`src/rtl/wash_pkg.sv`:
```
// Shared types and constants for the wash program sequencer: state and mode
// enums, the BCD pair type, the blank level code and the phase bar patterns.
package wash_pkg;

    typedef enum logic [2:0] {
        ST_IDLE,
        ST_FILL,
        ST_WASH,
        ST_DRAIN,
        ST_SPIN,
        ST_DONE
    } state_e;

    typedef enum logic [1:0] {
        MODE_QUICK,
        MODE_NORMAL,
        MODE_HEAVY,
        MODE_RINSE
    } mode_e;

    typedef struct packed {
        logic [3:0] tens;
        logic [3:0] ones;
    } bcd2_t;

    localparam logic [3:0] BLANK     = 4'd11;
    localparam logic [7:0] LED_IDLE  = 8'b0000_0001;
    localparam logic [7:0] LED_FILL  = 8'b0000_0011;
    localparam logic [7:0] LED_WASH  = 8'b0000_1111;
    localparam logic [7:0] LED_DRAIN = 8'b0011_1111;
    localparam logic [7:0] LED_SPIN  = 8'b0111_1111;
    localparam logic [7:0] LED_DONE  = 8'b1111_1111;

    function automatic bcd2_t to_bcd2(input int unsigned v);
        bcd2_t r;
        r.tens = 4'((v / 10) % 10);
        r.ones = 4'(v % 10);
        return r;
    endfunction

    function automatic logic [7:0] led_pattern(input state_e s);
        case (s)
            ST_IDLE:  return LED_IDLE;
            ST_FILL:  return LED_FILL;
            ST_WASH:  return LED_WASH;
            ST_DRAIN: return LED_DRAIN;
            ST_SPIN:  return LED_SPIN;
            ST_DONE:  return LED_DONE;
            default:  return LED_IDLE;
        endcase
    endfunction

endpackage

```
`src/rtl/wash_bcd_down2.sv`:
```
// Two-digit BCD down counter: synchronous load wins over decrement, the
// decrement borrows x0 -> (x-1)9 and holds at 00.
module wash_bcd_down2
    import wash_pkg::*;
#(
    parameter bcd2_t RST_VAL = '0
) (
    input  logic  clk_i,
    input  logic  rst_ni,
    input  logic  load_i,
    input  bcd2_t load_val_i,
    input  logic  dec_i,
    output bcd2_t cnt_o,
    output logic  zero_o
);

    bcd2_t cnt_q, cnt_d;

    assign zero_o = (cnt_q == '0);
    assign cnt_o  = cnt_q;

    always_comb begin
        cnt_d = cnt_q;
        if (load_i) begin
            cnt_d = load_val_i;
        end else if (dec_i && !zero_o) begin
            if (cnt_q.ones == 4'd0) begin
                cnt_d.ones = 4'd9;
                cnt_d.tens = cnt_q.tens - 4'd1;
            end else begin
                cnt_d.ones = cnt_q.ones - 4'd1;
            end
        end
    end

    always_ff @(posedge clk_i or negedge rst_ni) begin
        if (!rst_ni) cnt_q <= RST_VAL;
        else         cnt_q <= cnt_d;
    end

endmodule

```
`src/rtl/wash_seq.sv`:
```
// Washing-machine program sequencer FILL -> WASH -> DRAIN -> SPIN with pause and
// a BCD countdown of remaining seconds. Optional door interlock: DOOR_LOCK_EN.
module wash_seq
    import wash_pkg::*;
#(
    parameter int unsigned TICK_DIV  = 100000000,
    parameter int unsigned LEVEL_MAX = 5,
    parameter int unsigned SPIN_S    = 10,
    parameter int unsigned WASH_S0   = 20,
    parameter int unsigned WASH_S1   = 40,
    parameter int unsigned WASH_S2   = 60,
    parameter int unsigned WASH_S3   = 10
) (
    input  logic       clk,
    input  logic       rst,
    input  logic       start,
    input  logic       pause,
    input  logic [1:0] mode,
`ifdef DOOR_LOCK_EN
    input  logic       door_open,
    output logic       door_lock,
`endif
    output logic [3:0] rem_tens,
    output logic [3:0] rem_ones,
    output logic [3:0] level,
    output logic [7:0] phase_led,
    output logic       busy,
    output logic       paused,
    output logic       done
);

    localparam int unsigned PW     = $clog2(TICK_DIV);
    localparam int unsigned BASE_S = 2 * LEVEL_MAX + SPIN_S;
    localparam logic [PW-1:0] PRESC_LAST = PW'(TICK_DIV - 1);
    localparam logic [3:0]    LEVEL_TOP  = 4'(LEVEL_MAX);
    localparam logic [6:0]    SPIN_LEN   = 7'(SPIN_S);
    localparam bcd2_t TOT_BCD0 = to_bcd2(BASE_S + WASH_S0);
    localparam bcd2_t TOT_BCD1 = to_bcd2(BASE_S + WASH_S1);
    localparam bcd2_t TOT_BCD2 = to_bcd2(BASE_S + WASH_S2);
    localparam bcd2_t TOT_BCD3 = to_bcd2(BASE_S + WASH_S3);

    if (TICK_DIV < 2 || LEVEL_MAX < 1 || LEVEL_MAX > 9 || SPIN_S < 1 || SPIN_S > 99 ||
        WASH_S0 < 1 || WASH_S1 < 1 || WASH_S2 < 1 || WASH_S3 < 1 ||
        BASE_S + WASH_S0 > 99 || BASE_S + WASH_S1 > 99 ||
        BASE_S + WASH_S2 > 99 || BASE_S + WASH_S3 > 99) begin : g_param_check
        $error("wash_seq: parameter set out of range");
    end

    function automatic bcd2_t total_bcd(input mode_e m);
        case (m)
            MODE_QUICK:  return TOT_BCD0;
            MODE_NORMAL: return TOT_BCD1;
            MODE_HEAVY:  return TOT_BCD2;
            default:     return TOT_BCD3;
        endcase
    endfunction

    function automatic logic [6:0] wash_len(input mode_e m);
        case (m)
            MODE_QUICK:  return 7'(WASH_S0);
            MODE_NORMAL: return 7'(WASH_S1);
            MODE_HEAVY:  return 7'(WASH_S2);
            default:     return 7'(WASH_S3);
        endcase
    endfunction

    state_e        state_q, state_d;
    mode_e         mode_q, mode_d;
    logic          paused_q, paused_d;
    logic [PW-1:0] presc_q, presc_d;
    logic [3:0]    level_q, level_d;
    logic [6:0]    phase_q, phase_d;
    logic [7:0]    led_q, led_d;
    logic          busy_q, busy_d;
    logic          done_q, done_d;

    logic  cnt_load, cnt_dec, rem_zero;
    bcd2_t cnt_val, rem_cnt;
    logic  door_open_s, busy_s, run, tick, start_ok;

`ifdef DOOR_LOCK_EN
    assign door_open_s = door_open;
    assign door_lock   = busy_q;
`else
    assign door_open_s = 1'b0;
`endif

    // An open door stalls the second counter exactly like pause, without touching paused.
    assign busy_s   = state_q inside {ST_FILL, ST_WASH, ST_DRAIN, ST_SPIN};
    assign run      = busy_s && !paused_q && !door_open_s;
    assign tick     = run && (presc_q == PRESC_LAST);
    assign start_ok = start && !door_open_s && (state_q == ST_IDLE || state_q == ST_DONE);

    always_comb begin
        state_d  = state_q;
        mode_d   = mode_q;
        paused_d = paused_q;
        presc_d  = presc_q;
        level_d  = level_q;
        phase_d  = phase_q;
        cnt_load = 1'b0;
        cnt_val  = total_bcd(mode_e'(mode));
        cnt_dec  = 1'b0;
        if (start_ok) begin
            state_d  = ST_FILL;
            mode_d   = mode_e'(mode);
            paused_d = 1'b0;
            presc_d  = '0;
            level_d  = 4'd0;
            cnt_load = 1'b1;
        end else begin
            // IDLE keeps reloading the counter so the digits preview the selected program.
            if (state_q == ST_IDLE) cnt_load = 1'b1;
            if (run) presc_d = tick ? '0 : presc_q + 1'b1;
            if (busy_s && pause) paused_d = !paused_q;
            if (tick) begin
                cnt_dec = !rem_zero;
                case (state_q)
                    ST_FILL: begin
                        level_d = level_q + 4'd1;
                        if (level_q + 4'd1 == LEVEL_TOP) begin
                            state_d = ST_WASH;
                            phase_d = wash_len(mode_q);
                        end
                    end
                    ST_WASH: begin
                        phase_d = phase_q - 7'd1;
                        if (phase_q == 7'd1) state_d = ST_DRAIN;
                    end
                    ST_DRAIN: begin
                        level_d = level_q - 4'd1;
                        if (level_q == 4'd1) begin
                            state_d = ST_SPIN;
                            phase_d = SPIN_LEN;
                        end
                    end
                    ST_SPIN: begin
                        phase_d = phase_q - 7'd1;
                        if (phase_q == 7'd1) begin
                            state_d  = ST_DONE;
                            paused_d = 1'b0;
                        end
                    end
                    default: ;
                endcase
            end
        end
        led_d  = led_pattern(state_d) | {paused_d | (busy_s & door_open_s), 7'b0};
        busy_d = state_d inside {ST_FILL, ST_WASH, ST_DRAIN, ST_SPIN};
        done_d = (state_d == ST_DONE);
    end

    always_ff @(posedge clk or negedge rst) begin
        if (!rst) begin
            state_q  <= ST_IDLE;
            mode_q   <= MODE_QUICK;
            paused_q <= 1'b0;
            presc_q  <= '0;
            level_q  <= BLANK;
            phase_q  <= 7'd0;
            led_q    <= LED_IDLE;
            busy_q   <= 1'b0;
            done_q   <= 1'b0;
        end else begin
            state_q  <= state_d;
            mode_q   <= mode_d;
            paused_q <= paused_d;
            presc_q  <= presc_d;
            level_q  <= level_d;
            phase_q  <= phase_d;
            led_q    <= led_d;
            busy_q   <= busy_d;
            done_q   <= done_d;
        end
    end

    wash_bcd_down2 #(
        .RST_VAL(TOT_BCD0)
    ) u_rem (
        .clk_i     (clk),
        .rst_ni    (rst),
        .load_i    (cnt_load),
        .load_val_i(cnt_val),
        .dec_i     (cnt_dec),
        .cnt_o     (rem_cnt),
        .zero_o    (rem_zero)
    );

    assign rem_tens  = rem_cnt.tens;
    assign rem_ones  = rem_cnt.ones;
    assign level     = level_q;
    assign phase_led = led_q;
    assign busy      = busy_q;
    assign paused    = paused_q;
    assign done      = done_q;

endmodule

```
`config.mk`:
```
export PLATFORM = sky130hd
export DESIGN_NAME = wash_seq
export DESIGN_NICKNAME = d
export VERILOG_FILES = /design/src/rtl/wash_pkg.sv /design/src/rtl/wash_bcd_down2.sv /design/src/rtl/wash_seq.sv
export SDC_FILE = /design/constraint.sdc
export NUM_CORES = 1
export LEC_CHECK = 0
export ABC_AREA = 1
export ABC_CLOCK_PERIOD_IN_PS = 1600
export CAP_MARGIN = 40
export CORE_UTILIZATION = 55
export CTS_BUF_LIST = sky130_fd_sc_hd__clkbuf_4 sky130_fd_sc_hd__clkbuf_8
export CTS_CLUSTER_SIZE = 30
export DETAILED_ROUTE_END_ITERATION = 8
export GPL_TIMING_DRIVEN = 0
export HOLD_SLACK_MARGIN = 0.06
export PLACE_DENSITY = 0.79
export SYNTH_ARGS = -nofsm -noshare
export SYNTH_HDL_FRONTEND = slang
export SYNTH_SLANG_ARGS = --single-unit
```
`constraint.sdc`:
```
create_clock -name clk -period 1.6 [get_ports clk]
set_input_delay 0.24 -clock clk [delete_from_list [all_inputs] [get_ports clk]]
set_output_delay 0.24 -clock clk [all_outputs]
set_load 0.02 [all_outputs]
```
==> results of run 1 <==
[synth_stat cells (2+ instances only)]
| cell | count | area [um^2] |
|---|---|---|
| nand3_2 | 2 | 20.02 |
| a21o_1 | 2 | 15.01 |
| o21ai_0 | 27 | 135.1 |
| a31oi_1 | 2 | 12.51 |
| inv_2 | 2 | 7.510 |
| o21a_1 | 4 | 30.03 |
| nor2_4 | 3 | 33.78 |
| nand2_2 | 9 | 56.30 |
| nor3_1 | 17 | 85.08 |
| xor2_1 | 13 | 113.9 |
| a21oi_1 | 16 | 80.08 |
| ha_1 | 14 | 175.2 |
| buf_6 | 3 | 33.78 |
| nand2_4 | 4 | 45.04 |
| inv_1 | 69 | 259.0 |
| nor2_2 | 5 | 31.28 |
| nand4_1 | 9 | 56.30 |
| xnor2_1 | 3 | 26.28 |
| nor2_1 | 59 | 221.5 |
| o22ai_1 | 3 | 18.77 |
| buf_4 | 3 | 22.52 |
| o21ai_2 | 2 | 17.52 |
| a41oi_1 | 2 | 17.52 |
| buf_2 | 3 | 15.01 |
| nand3_1 | 48 | 240.2 |
| nand2_1 | 132 | 495.5 |
| dfstp_2 | 4 | 105.1 |
| o21ai_1 | 5 | 25.02 |
| dfrtp_1 | 55 | 1376 |
[worst max-delay path by stage]
| stage | start | endpoint | cells past startpoint |
|---|---|---|---|
| global placement | rst | u_rem.cnt_o[1] | 1 |
| finish | presc_q[5] | busy | 14 |
| CTS | presc_q[1] | busy | 12 |
| floorplan | level[0] | phase_q[0] | 12 |
| detailed placement | presc_q[1] | presc_q[12] | 11 |
| global route | presc_q[5] | busy | 13 |
[critical path, stage by stage (launching register included)]
cell     delay, ps
dfrtp_1        370
nand2_1        120
inv_1          150
nand2_1        250
nor2_4         270
buf_6          140
nand3_4         90
nor2_4         210
buf_6          150
nand2_1         70
inv_1           90
nor2_1          60
nand3_1        100
nand2_1        110
inv_1          100
[per-layer routing]
layer	up-vias	wire length [um]	GRT usage
met5	-	0	0
met4	0	2120	0.2136
met2	648	8575	0.6095
met3	274	3256	0.1011
li1	1962	-	-
met1	2387	6225	0.4372
[kinds of logic (layout without fill, tap and decap cells)]
group | after synthesis | after routing
AOI/OAI and AO/OA | 66 | 66
buffers and inverters | 83 | 209
adders and majority gates | 14 | 14
DFF | 59 | 59
muxes | 1 | 1
xor gates and xnor gates | 16 | 16
and+or+nand+nor | 293 | 294
other | 1 | 1
[power by group through the flow]
stage	clock network [W]	logic (W)	registers (W)
2_1_floorplan	0	0.000304	0.00172
3_3_place_gp	0	0.000455	0.00172
3_5_place_dp	0	0.000467	0.00172
4_1_cts	0.00158	0.000801	0.00167
5_1_grt	0.00169	0.00134	0.00173
6_report	0.00164	0.00132	0.00173
[area by class of cell]
cell class / instances / area [um^2]
Multi-Input combinational cell: 392 / 2841
Sequential cell: 59 / 1485
Timing Repair Buffer: 110 / 1012
Clock inverter: 7 / 101.3
Inverter: 72 / 306.5
Tap cell: 96 / 120.1
Fill cell: 205 / 681.9
Clock buffer: 9 / 123.9
Buffer: 11 / 121.4
[stage by stage]
step | instance area (um^2) | hold slack [ps] | TNS [ps]
after floorplan | 3899 | -55.59 | -944.0
after global placement | 4289 | 501.1 | -106010
after detailed placement | 4304 | 291.9 | -14570
after CTS | 5451 | 453.6 | -3882
after global routing | 6112 | 489.6 | -31750
final | 6112 | 433.0 | -32880
[state kept, by name (all words and copies together) (netlist names)]
signal / flops
phase_q: 7
presc_q: 27
done: 1
busy: 1
phase_led: 5
u_rem.cnt_o: 8
state_q: 3
paused: 1
level: 4
mode_q: 2
[timing repair]
item,4_1_cts,5_1_grt
buffers inserted,60,26
setup endpoints to repair,69,63
endpoints found under the hold margin,22,0
pin swaps,53,56
resized for setup,145,147
hold buffers,1,0
cloned,3,1
==> flow_summary.toml, run 1 <==
[detailed_routing]
drc = 29
drt-initial-drc-count = 1202
finalWirelength_mm = 20.18
wl_per_cell_um = 26.69
routed_via_density = 6.972
dr.pass1.iters = 9
antenna_left = 0
vias = 5271

[synth]
synth_top_family_by_area = "simple AND/OR/NAND/NOR gates"
synth_flop_cell = "dfrtp_1"
async_flop_share = 1.000
synth-xor-area-share = 0.03632
syn_area_um2 = 3859
synth_adder_area_share = 0.04540
synth-seq-cells = 59
synth_cell_type_count = 42
syn_area_per_cell_um2 = 7.240
yosys_warnings = 0
ys_seq_area_frac = 0.3839
synth_fp_nets = 553
muxShareOfSynthArea = 0.002594
synth-edff-count = 0
synth_compound_area_frac = 0.09695
syn_inst = 533
synth-simple-area-share = 0.3427

[power_and_ir_drop]
power_w = 0.004689
p_sw_w = 0.001661
p_int_w = 0.003028
share_comb_of_total_power = 0.282
power_frac_seq = 0.369
p_per_area_nw_per_um2 = 767.2
netSwitchingFraction = 0.3543
clkPwrFrac = 0.350
vdd_drop_max_mv = 1.028
p_leak_nw = 2.883

[run_status]
violations = "DRC, setup timing"
status = "complete, but fails checks"

[global_route]
grt_pass1_wl_mm = 20.91
antenna_found_initial = 0
grt_max_degree = 35
grt_usage = 0.3703
grt_remaining_overflow = 0
grt_pass1_vias = 4356

[sta]
skew_ps = 13.69
slew_headroom = 0.5411
clock.fmax_mhz = 425.6
layout_worst_path_cycle_share = 1.468
worst_pin_slew_ps = 685.8
period_minus_slack_ps = 2350
drv_slew = 0
setup_viol = 62
rsz0062_at_grt = "true"
hold_violations = 0
layout_setup_ws_ps = -749.6

[place]
gp_congestion = 0.8900
io_buffers = 27
dp_hpwl_mm = 6.487
dp_cells = 657
place_ws_ps = -388.7

[floorplanning]
ios = 29
die_w_um = 85.76
rows = 30
die_y_um = 85.76
start_util = 0.5680
core_area_um2 = 6794
die-area_um2 = 7355

[cts]
path_clk_slew_ps = 90
clock-sinks = 59
cts_tree = "built"
root_buffer = "clkbuf_8"
insertion_delay_ps = 370
cts_buffer_depth = 2
numCtsBuffers = 9
cts_max_level = 3

[critical_path]
crit_type = "flip-flop to flip-flop"
r2r_cells = 14
cp.required_ps = 1900
r2r-end = "busy"
crit_fanout = 4
cp-start-kind = "flip-flop"
cp.arrival_ps = 2650
regToRegSetupSlack_ps = -750
r2r-start = "presc_q[5]"
cp-end-kind = "flip-flop"

[finish]
final_common_cell = "nand2_1"
finish.utilization = 0.8996
n_antenna_cell = 0
num-nets-final = 675
area_growth_pct = 58.40
stdcell_count = 756
final_cell_mix = "nand2_1 (91), buf_4 (57), dfrtp_1 (52)"
drive_gt1_frac = 0.4470

[run]
drv_cap = 0

[worst_hold_path]
hp-class = "primary input to asynchronous set/reset pin"
(Power assumes the default switching activity.)
==> run 2, diff against run 1 <==
--- a/config.mk
+++ b/config.mk
@@ -6,7 +6,7 @@
 export NUM_CORES = 1
 export LEC_CHECK = 0
 export ABC_AREA = 1
-export ABC_CLOCK_PERIOD_IN_PS = 1600
+export ABC_CLOCK_PERIOD_IN_PS = 1900
 export CAP_MARGIN = 40
 export CORE_UTILIZATION = 55
 export CTS_BUF_LIST = sky130_fd_sc_hd__clkbuf_4 sky130_fd_sc_hd__clkbuf_8
==> constraint.sdc (replaced) <==
create_clock -name clk -period 1.9 [get_ports clk]
set_input_delay 0.285 -clock clk [delete_from_list [all_inputs] [get_ports clk]]
set_output_delay 0.285 -clock clk [all_outputs]
set_load 0.02 [all_outputs]
==> run 2 against run 1 <==
Net effect:
- the run now ends clean
- total power is 34% lower
- global-route usage fell by 11 points
- critical path depth decreased by 5
- highest routed layer unchanged
- largest cell class unchanged
==> flow_summary.toml, run 2 (synthesis results as in run 1) <==
[power_and_ir_drop]
netSwitchingFraction = 0.3057
vdd_drop_max_mv = 0.5126
p_per_area_nw_per_um2 = 638.5
p_sw_w = 0.0009520
power_frac_seq = 0.465
p_int_w = 0.002162
p_leak_nw = 2.330
clkPwrFrac = 0.367
power_w = 0.003114
share_comb_of_total_power = 0.168

[run]
drv_cap = 0

[critical_path]
crit_fanout = 5
cp.arrival_ps = 2070
worstPathCellList = "ha_4, nand3_4, nor2_4, nand3_2, nor2_4, buf_4, nand3b_1, o211ai_1, o21ai_2"
max_stage_delay_ps = 410
crit_slowest_cell = "dfrtp_1"
cpMostUsedCell = "nor2_4"
cp.required_ps = 2120
cp-end-kind = "flip-flop"
cp-start-kind = "flip-flop"
crit_type = "flip-flop to flip-flop"

[sta]
hold_violations = 0
slew_headroom = 0.6291
period_minus_slack_ps = 1849
setup_viol = 0
clock.fmax_mhz = 540.9
worst_hold_slack_ps = 454.7
skew_ps = 8.472
layout_worst_path_cycle_share = 0.9730
worst_pin_slew_ps = 556.4
rsz0062_at_grt = "true"
drv_slew = 0
layout_setup_ws_ps = 51.37

[detailed_routing]
routed_via_density = 5.361
drt-initial-drc-count = 325
drc = 0
wl_per_cell_um = 13.97
antenna_left = 0
finalWirelength_mm = 9.765
dr.pass1.iters = 5
vias = 3747

[finish]
largest_reg_flops = 27
drive_gt1_frac = 0.2023
multi_input_area_um2 = 2231
final_cell_mix = "nand2_1 (123), inv_1 (68), dfrtp_1 (52)"
n_antenna_cell = 0
num-nets-final = 618
top_register = "presc_q"
finish.utilization = 0.7179
regArea_um2 = 1485
fillCellCount = 516
area_growth_pct = 26.39
final_common_cell = "nand2_1"

[run_status]
status = "complete, no violations"

[floorplanning]
start_util = 0.5680
rows = 30
ios = 29
die-area_um2 = 7355
die_w_um = 85.76
core_area_um2 = 6794
die_y_um = 85.76

[cts]
root_buffer = "clkbuf_8"
path_clk_slew_ps = 70
insertion_delay_ps = 350
cts_tree = "built"
cts_max_level = 3
numCtsBuffers = 9
cts_buffer_depth = 2
clock-sinks = 59

[global_route]
grt_max_degree = 38
grt_pass1_vias = 3268
antenna_found_initial = 0
grt_pass1_wl_mm = 14.99
grt_usage = 0.2613
grt_remaining_overflow = 0

[place]
gp_congestion = 0.8782
place_ws_ps = -181.7
dp_hpwl_mm = 6.496
io_buffers = 27

[worst_hold_path]
hp-class = "primary input to asynchronous set/reset pin"
[run 2: what timing repair did]
action / CTS / global route
pin swaps: 3 / 15
gates resized for setup: 8 / 52
hold buffers: 1 / 0
setup endpoints to repair: 38 / 44
setup buffers: 3 / 22
endpoints found under the hold margin: 19 / 0
[run 2: per-layer routing]
layer	track usage	share of wire
met4	0.1015	0.018
met1	0.3520	0.45
met2	0.4145	0.48
met5	0	0
met3	0.05582	0.051
[run 2: layout make-up]
cell class,count,share of cell area
Multi-Input combinational cell,391,0.4574
Sequential cell,59,0.3045
Timing Repair Buffer,54,0.09903
Inverter,72,0.05670
Clock buffer,9,0.02540
Tap cell,96,0.02463
Buffer,11,0.01821
Clock inverter,7,0.01411
[run 2: worst paths after layout]
| check | start | to | depth (start not counted) | slack [ps] |
|---|---|---|---|---|
| max reg2reg | presc_q[1] | phase_led[7] | 9 | 50 |
| min in group clk | phase_q[0] | phase_q[0] | 1 | 530 |
| max | presc_q[1] | phase_led[7] | 9 | 50 |
| min | rst | phase_q[2] | 2 | 450 |
| min reg2reg | phase_q[0] | phase_q[0] | 1 | 530 |
| max in group asynchronous | rst | u_rem.cnt_o[6] | 3 | 790 |
[run 2: power by group through the flow]
stage          Combinational [W]  Sequential, W  Clock, W
6_report                0.000522        0.00145   0.00114
5_1_grt                 0.000583        0.00146   0.00121
4_1_cts                 0.000405        0.00143   0.00114
3_5_place_dp            0.000386        0.00145         0
3_3_place_gp            0.000375        0.00144         0
2_1_floorplan           0.000247        0.00144         0
[run 2: critical path, delay by kind of cell (launching register included)]
kind            cells  cell delay (ps)
fa+ha+maj           1              180
simple gates        5              730
buf+inv             1              140
compound gates      2              260
flops               1              410
[run 2: through the flow]
step	std cells	setup TNS (ps)	area, um^2
global route	699	-396.9	4877
floorplan	533	0	3859
global placement	656	-81520	4249
CTS	677	0	4531
finish	699	0	4877
detailed placement	657	-3844	4264
==> run 3, diff against run 2 <==
--- a/config.mk
+++ b/config.mk
@@ -8,13 +8,14 @@
 export ABC_AREA = 1
 export ABC_CLOCK_PERIOD_IN_PS = 1900
 export CAP_MARGIN = 40
-export CORE_UTILIZATION = 55
-export CTS_BUF_LIST = sky130_fd_sc_hd__clkbuf_4 sky130_fd_sc_hd__clkbuf_8
+export CORE_UTILIZATION = 53
+export CTS_BUF_LIST = sky130_fd_sc_hd__clkbuf_8 sky130_fd_sc_hd__clkbuf_16
 export CTS_CLUSTER_SIZE = 30
 export DETAILED_ROUTE_END_ITERATION = 8
 export GPL_TIMING_DRIVEN = 0
 export HOLD_SLACK_MARGIN = 0.06
-export PLACE_DENSITY = 0.79
+export PLACE_DENSITY = 0.76
+export RECOVER_POWER = 50
 export SYNTH_ARGS = -nofsm -noshare
 export SYNTH_HDL_FRONTEND = slang
 export SYNTH_SLANG_ARGS = --single-unit
==> run 3 against run 2 <==
Net effect:
- worst setup slack worse by 20 ps
- final area is 2.0% lower
- maximum frequency is 1.1% lower
- clock power is 7% lower
- critical path type unchanged
- first-iteration DRC count is 24% lower
- register-to-register slack worse by 20 ps
- via count is 0.43% lower
- highest routed layer unchanged
==> flow_summary.toml, run 3 (synthesis results as in run 1) <==
[critical_path]
cp-end-kind = "flip-flop"
r2r-start = "presc_q[1]"
regToRegSetupSlack_ps = 30
r2r_cells = 11
r2r-end = "presc_q[6]"
crit_fanout = 10
cp.required_ps = 2140
cp.arrival_ps = 2110
cp-start-kind = "flip-flop"
crit_type = "flip-flop to flip-flop"

[global_route]
grt_max_degree = 31
busiest_layer = "met2"
use_met1 = 0.3311
antenna_found_initial = 0
grt_pass1_vias = 3350
use_met3 = 0.07109
grt_pass1_wl_mm = 15.22
grt_remaining_overflow = 0
grt_usage = 0.2595
grt_use_met2 = 0.4197

[detailed_routing]
wl_per_cell_um = 13.69
antenna_left = 0
finalWirelength_mm = 9.484
dr.pass1.iters = 5
drc = 0
drt-initial-drc-count = 246
routed_via_density = 5.384
vias = 3731

[sta]
hold_violations = 0
skew_ps = 10.82
rsz0062_at_grt = "true"
tns_ps = 0
layout_worst_path_cycle_share = 0.9835
period_minus_slack_ps = 1869
slew_headroom = 0.4964
layout_setup_ws_ps = 31.27
worst_pin_slew_ps = 755.5
drv_slew = 0
clock.fmax_mhz = 535.1
setup_viol = 0

[place]
io_buffers = 27
gp_congestion = 0.9089
place_ws_ps = -154.5
dp_hpwl_mm = 6.488

[finish]
final_common_cell = "nand2_1"
drive_gt1_frac = 0.1926
largest_reg_flops = 27
fillCellCount = 566
num-nets-final = 612
top_register = "presc_q"
area_growth_pct = 23.90
n_antenna_cell = 0
finish.utilization = 0.6922
final_cell_mix = "nand2_1 (123), inv_1 (67), dfrtp_1 (52)"

[worst_hold_path]
hold_start = "phase_q[0]"
hold_depth = 1
hp-class = "flip-flop to flip-flop"
min_to = "phase_q[0]"

[power_and_ir_drop]
p_leak_nw = 2.285
vdd_drop_max_mv = 0.4306
power_w = 0.003033
p_per_area_nw_per_um2 = 634.4

[floorplanning]
rows = 30
die-area_um2 = 7626
core_area_um2 = 6907
ios = 29
die_y_um = 87.33
start_util = 0.5587
die_w_um = 87.33

[cts]
cts_buffer_depth = 2
insertion_delay_ps = 350
cts_max_level = 3
numCtsBuffers = 9
path_clk_slew_ps = 70
clock-sinks = 59
cts_tree = "built"
root_buffer = "clkbuf_8"

[run_status]
status = "complete, no violations"

[run]
drv_cap = 0
## run 3: cell types whose count changed in the layout (fill, tap and decap cells not counted), moves of 3 or more
cell	change
buf_4	-7
clkinv_2	-3
inv_2	+4
o21ai_1	+3
o21ai_2	-4
## run 3: metrics by stage
step | cell area, um^2 | hold WS (ps) | cells
detailed placement | 4264 | 393.7 | 657
finish | 4781 | 511.5 | 693
global route | 4781 | 554.5 | 693
floorplan | 3859 | -10.59 | 533
CTS | 4521 | 530.2 | 680
global placement | 4249 | 497.1 | 656
## run 3: timing repair
item,in CTS,in global routing
pin swaps,3,8
endpoints found under the setup margin,35,48
hold endpoints to repair,26,0
gates cloned,0,0
setup buffers,6,13
resized for setup,5,51
hold buffers,1,0
## run 3: where the power goes
part | total [W] | leakage [nW] | internal (W) | switching [W]
sequential | 0.00144 | 0.745 | 0.00134 | 0.0000981
clock | 0.00106 | 0.0876 | 0.000481 | 0.000577
combinational | 0.000537 | 1.45 | 0.000218 | 0.000319
## run 3: area by class of cell
class,instances,area (um^2),area share
Inverter,72,271.5,0.05679
Clock inverter,7,53.80,0.01125
Multi-Input combinational cell,391,2218,0.4640
Clock buffer,9,123.9,0.02591
Timing Repair Buffer,48,425.4,0.08898
Tap cell,96,120.1,0.02512
Sequential cell,59,1485,0.3107
Buffer,11,82.58,0.01727
## run 3: how the worst max path moves through the flow
stage                     startpoint              to  cells past startpoint
final                     presc_q[1]      presc_q[6]                     11
after detailed placement  presc_q[0]     presc_q[17]                     11
after CTS                 presc_q[1]            busy                     12
after global routing      state_q[0]      presc_q[4]                     12
after floorplan             level[0]      phase_q[0]                     12
after global placement           rst  u_rem.cnt_o[1]                      1
## run 3: layer usage
metal | part of all wire | routed length (um)
met3 | 0.053 | 503
met2 | 0.47 | 4499
met5 | 0 | 0
met4 | 0.019 | 184
met1 | 0.45 | 4297
## run 3: critical path, stage by stage, from the launching register on
cell     delay, ps
dfrtp_1        430
ha_4           180
nand3_4        100
nor2_4         180
nand2_2         90
nor2_4         160
nand2_4        140
nand2_8        130
inv_2           70
buf_6          140
o21ai_1         80
a21oi_1         50
